[config.mk]
export PLATFORM = sky130hd
export DESIGN_NAME = trivium_stream_gen
export DESIGN_NICKNAME = d
export VERILOG_FILES = /design/src/rtl/trivium_stream_gen.sv
export SDC_FILE = /design/constraint.sdc
export NUM_CORES = 1
export LEC_CHECK = 0
export BUFFER_PORTS_ARGS = -buffer_cell sky130_fd_sc_hd__buf_2
export CAP_MARGIN = 20
export CORE_MARGIN = 3
export CORE_UTILIZATION = 55
export DETAILED_ROUTE_END_ITERATION = 10
export PLACE_DENSITY = 0.83
export REMOVE_ABC_BUFFERS = 1
export SLEW_MARGIN = 25
export SYNTH_ARGS = -nofsm -noshare
export SYNTH_HDL_FRONTEND = slang
export SYNTH_SLANG_ARGS = --single-unit
export TNS_END_PERCENT = 10
[constraint.sdc]
create_clock -name clk -period 3.3 [get_ports clk]
set_input_delay 0.825 -clock clk [delete_from_list [all_inputs] [get_ports clk]]
set_output_delay 0.825 -clock clk [all_outputs]
set_load 0.005 [all_outputs]
[src/rtl/trivium_stream_gen.sv]
// Trivium keystream generator with runtime key/IV load and configurable warm-up.
// OUT_W cipher steps are unrolled per clock. Each word is delivered on a
// valid/ready handshake.
//
// Handshake: ks_data/ks_valid are registered. A word transfers on a posedge
// where ks_valid & ks_ready are both high. While ks_valid is high and ks_ready
// is low, ks_data, ks_valid and the cipher state stay unchanged, so no bits are
// lost or skipped. A load on the same edge as a transfer drops that word.
module trivium_stream_gen #(
  parameter int OUT_W         = 8,
  parameter int WARMUP_ROUNDS = 1152
) (
  input  logic             clk,
  input  logic             rst_n,
  input  logic             en,
  input  logic             load,
  input  logic [79:0]      key,
  input  logic [79:0]      iv,
  output logic [OUT_W-1:0] ks_data,
  output logic             ks_valid,
  input  logic             ks_ready,
  output logic             busy
);

  // Number of clocks spent in warm-up, and the counter that tracks them.
  localparam int N     = (OUT_W > 0) ? (WARMUP_ROUNDS / OUT_W) : 1;
  localparam int CNT_W = (N > 0) ? $clog2(N + 1) : 1;
  localparam logic [CNT_W-1:0] N_CNT   = CNT_W'(N);
  localparam logic [CNT_W-1:0] ONE_CNT = CNT_W'(1);

  localparam logic [1:0] S_IDLE   = 2'd0;
  localparam logic [1:0] S_WARMUP = 2'd1;
  localparam logic [1:0] S_RUN    = 2'd2;

  // Reject illegal widths or a warm-up that does not divide evenly into clocks.
  if (OUT_W < 1 || OUT_W > 64) begin : g_bad_out_w
    $error("trivium_stream_gen: OUT_W must be in 1..64");
  end
  if (WARMUP_ROUNDS <= 0 || (OUT_W > 0 && (WARMUP_ROUNDS % OUT_W) != 0)) begin : g_bad_warmup
    $error("trivium_stream_gen: WARMUP_ROUNDS must be >0 and a multiple of OUT_W");
  end

  // Cipher state s[1..288], indexed by the algorithm's own 1-based numbering.
  logic [288:1]     st;
  logic [288:1]     st_next;
  logic [OUT_W-1:0] z_word;
  logic [288:1]     load_image;
  logic [1:0]       state;
  logic [CNT_W-1:0] cnt;

  // One Trivium step. Bit 288 of the result is z; bits 287:0 are the new state.
  function automatic logic [288:0] step_fn(input logic [288:1] s);
    logic t1, t2, t3, z;
    t1 = s[66] ^ s[93];
    t2 = s[162] ^ s[177];
    t3 = s[243] ^ s[288];
    z  = t1 ^ t2 ^ t3;
    t1 = t1 ^ (s[91] & s[92]) ^ s[171];
    t2 = t2 ^ (s[175] & s[176]) ^ s[264];
    t3 = t3 ^ (s[286] & s[287]) ^ s[69];
    return {z, s[287:178], t2, s[176:94], t1, s[92:1], t3};
  endfunction

  // Chain OUT_W steps. The earliest z goes to bit 0.
  always_comb begin
    logic [288:1] cur;
    logic [288:0] res;
    cur    = st;
    res    = '0;
    z_word = '0;
    for (int j = 0; j < OUT_W; j++) begin
      res       = step_fn(cur);
      z_word[j] = res[288];
      cur       = res[287:0];
    end
    st_next = cur;
  end

  // Key in s1..s80, IV in s94..s173, and the three ones in s286..s288.
  assign load_image = {3'b111, 108'b0, 4'b0, iv, 13'b0, key};

  // Control FSM, warm-up counter, cipher state and output register.
  always_ff @(posedge clk or negedge rst_n) begin
    if (!rst_n) begin
      st       <= '0;
      state    <= S_IDLE;
      cnt      <= '0;
      ks_data  <= '0;
      ks_valid <= 1'b0;
      busy     <= 1'b0;
    end else if (load) begin
      st       <= load_image;
      cnt      <= N_CNT;
      state    <= S_WARMUP;
      ks_valid <= 1'b0;
      busy     <= 1'b1;
    end else begin
      case (state)
        S_WARMUP: begin
          if (en) begin
            st  <= st_next;
            cnt <= cnt - ONE_CNT;
            if (cnt == ONE_CNT) begin
              state <= S_RUN;
              busy  <= 1'b0;
            end
          end
        end
        S_RUN: begin
          if (en && (!ks_valid || ks_ready)) begin
            st       <= st_next;
            ks_data  <= z_word;
            ks_valid <= 1'b1;
          end else if (ks_valid && ks_ready) begin
            ks_valid <= 1'b0;
          end
        end
        default: begin
        end
      endcase
    end
  end

endmodule

==> flow_metrics.env <==
export IMPL_postCtsSetupBuffers=0
export IMPL_slowest_stage="a311oi_4"
export IMPL_start_kind="register"
export IMPL_nets=1716
export IMPL_grt_max_degree=154
export IMPL_cp_top_family="compound AO/OA/AOI/OAI gates"
export IMPL_multi_input_area_um2=5993
export IMPL_cts_tree="built"
export IMPL_cts_resized=0
export IMPL_cp_max_fo=153
export IMPL_hpwlAfterDp_um=20580
export IMPL_grt_overflow=0
export IMPL_hold_viol=0
export IMPL_clock_latency_ns=0.55
export IMPL_timing_hold_ws_ns=0.2271
export IMPL_crit_path_end_kind="register"
export IMPL_row_count=58
export IMPL_critPathCapture="st[18]$_DFFE_PN0P_"
export IMPL_worst_pin_slew_ns=0.7769
export IMPL_arrival_ns=2.54
export IMPL_holdBufCountCts=0
export IMPL_viasPerCell=5.459
export IMPL_netlist_instances=1424
export IMPL_dieArea_um2=27740
export IMPL_fmax_mhz=465.9
export IMPL_ys_flop_type="dfrtp_1"
export IMPL_grtUsageTotal=0.2224
export IMPL_max_cap_violations=0
export IMPL_ys_seq_area_frac=0.5419
export IMPL_cts_buffers=31
export IMPL_ff2ff_setup_slack_ns=1.15
export IMPL_syn_area_um2=14180
export IMPL_die_width_um=166.6
export IMPL_async_flop_share=1.000
export IMPL_coreArea_um2=25250
export IMPL_drt_initial_drc_count=927
export IMPL_grt_setup_unrepaired="false"
export IMPL_fin_setup_tns_ns=0
export IMPL_vias=10394
export IMPL_clock_path_buffers=3
export IMPL_ys_types=35
export IMPL_globalplace_congestion=0.8495
export IMPL_worstPathRequired_ns=3.69
export IMPL_hp_class="in2async"
export IMPL_num_io_pins=175
export IMPL_yosys_warnings=0
export IMPL_path_depth=4
export IMPL_drc=0
export IMPL_synth_commonest_cells="nand2_1 (426), dfrtp_1 (307), mux2i_1 (144), o21ai_0 (118), nand3b_1 (105)"
export IMPL_finalCritPeriodShare=0.6504
export IMPL_ff2ff_path_depth=4
export IMPL_grt_pass1_wl_um=51850
export IMPL_p_total_uw=9180
export IMPL_synth_top_cell_by_area="dfrtp_1"
export IMPL_regArea_um2=7682
export IMPL_htree_levels=1
export IMPL_power_density_nw_per_um2=562.9
export IMPL_wl_per_cell_um=16.54
export IMPL_port_buffers=174
export IMPL_avgSynthCellArea_um2=9.956
export IMPL_drv_slew=0
export IMPL_grt_pass1_vias=10039
export IMPL_critPathMaxStageDelay_ns=0.46
export IMPL_setup_viol=0
export IMPL_clock_sinks=307
export IMPL_reg2reg_from="state[0]$_DFFE_PN0P_"
export IMPL_relSlewSlack=0.4813
export IMPL_power_leakage_uw=0.007914
export IMPL_antenna_found_initial=2
export IMPL_start_util=0.5614
export IMPL_dr_pass1_iters=5
export IMPL_worst_path_buf_inv=1
export IMPL_r2r_end="st[18]$_DFFE_PN0P_"
export IMPL_synthTopCellsByArea="dfrtp_1 (54%), nand2_1 (11%), mux2i_1 (10%)"
export IMPL_crit_path_cell_trace="and3b_1 > a311oi_4 > buf_12 > o21ai_0"
export IMPL_crit_type="reg2reg"
export IMPL_drive_above_1_share=0.1570
export IMPL_post_synth_top_count_cell="nand2_1"
export IMPL_ant_nets=0
export IMPL_synth_seq_cells=307
export IMPL_synthToLayoutAreaGrowth_pct=15.03
export IMPL_synth_top_area_frac=0.5419
export IMPL_outcome="completed"
export IMPL_peakVddDrop_mv=0.4114
export IMPL_ctsRootBufferMaster="clkbuf_16"
export IMPL_period_needed_ns=2.146
export IMPL_clock_skew_ns=0.009119
export IMPL_cts_reportedPaths_clkPinSlew_ns=0.06
export IMPL_crit_start="state[0]$_DFFE_PN0P_"
export IMPL_synth_edf_count=0
export IMPL_die_height_um=166.6
export IMPL_fill_cells=1921
export IMPL_routed_wirelength_um=31500
[routing by layer]
layer / track usage / vias up / share of wire / routed length, um
met2: 0.3436 / 296 / 0.46 / 14500
met3: 0.03822 / 54 / 0.056 / 1765
met1: 0.3321 / 5035 / 0.46 / 14420
li1: - / 5007 / - / -
met5: 0 / - / 0.00041 / 13
met4: 0.05416 / 2 / 0.025 / 799
[registers in the layout, indices dropped and copies added, names as in the netlist]
name	cells
cnt	8
ks_data	8
ks_valid	1
st	288
state	2
[metrics by stage]
stage	setup slack [ns]	util	area, um^2	std cells
2_1_floorplan	-6.280	-	13700	1323
5_1_grt	0.9917	0.6458	16310	1904
3_5_place_dp	0.6826	0.6051	15280	1846
6_report	1.154	0.6458	16310	1904
3_3_place_gp	0.7102	0.6051	15280	1846
4_1_cts	1.211	0.6457	16310	1903
[area by class of cell]
cell class                 count  share of cell area
antenna                        1           0.0001534
clock buffer                  46             0.05593
clock inverter                11            0.006828
inverter                       6            0.001381
multi-input combinational   1010              0.3675
sequential                   307              0.4711
tap                          330             0.02532
timing repair buffer         193             0.07181
[worst min path at each step]
stage	depth (start not counted)	startpoint	slack (ns)	endpoint
2_1_floorplan	2	st[278]$_DFFE_PN0P_	0.43	st[278]$_DFFE_PN0P_
3_3_place_gp	2	st[247]$_DFFE_PN0P_	0.45	st[247]$_DFFE_PN0P_
3_5_place_dp	2	st[247]$_DFFE_PN0P_	0.46	st[247]$_DFFE_PN0P_
4_1_cts	1	rst_n	0.26	st[142]$_DFFE_PN0P_
5_1_grt	1	rst_n	0.26	st[126]$_DFFE_PN0P_
6_report	1	rst_n	0.23	st[142]$_DFFE_PN0P_
[power breakdown]
| part | internal, uW | total [uW] | leakage, uW | switching [uW] |
|---|---|---|---|---|
| combinational | 554 | 1240 | 0.00347 | 686 |
| clock | 2060 | 3510 | 0.000508 | 1450 |
| sequential | 4150 | 4430 | 0.00393 | 282 |
[cell usage in the layout (no fill, tap or decap), types with 2 or more instances in the layout]
cell type / instances
xor2_1: 28
nand3b_1: 105
mux2i_1: 144
nand3_1: 13
nor2_1: 7
nor3_1: 2
nand2_1: 426
clkbuf_1: 7
nand2b_1: 3
clkinv_2: 7
o211ai_1: 4
inv_1: 5
buf_12: 11
o22ai_1: 16
buf_4: 8
a31oi_1: 16
clkbuf_8: 8
a21oi_1: 2
o21ai_0: 118
ha_1: 2
o31ai_1: 8
dfrtp_1: 307
buf_2: 172
clkbuf_16: 31
xnor2_1: 67
buf_8: 2
bufinv_16: 2
o21ai_1: 39
[kinds of logic (layout without fill, tap and decap cells)]
group	after synthesis	in the layout	share of synthesized area
buf+inv	107	256	0.03548
simple gates	561	561	0.1797
mux	144	144	0.1017
xor+xnor	95	95	0.05869
compound gates	208	208	0.08084
flops	307	307	0.5419
other cells	0	1	0
fa+ha+maj	2	2	0.001765
(Power assumes the default switching activity.)
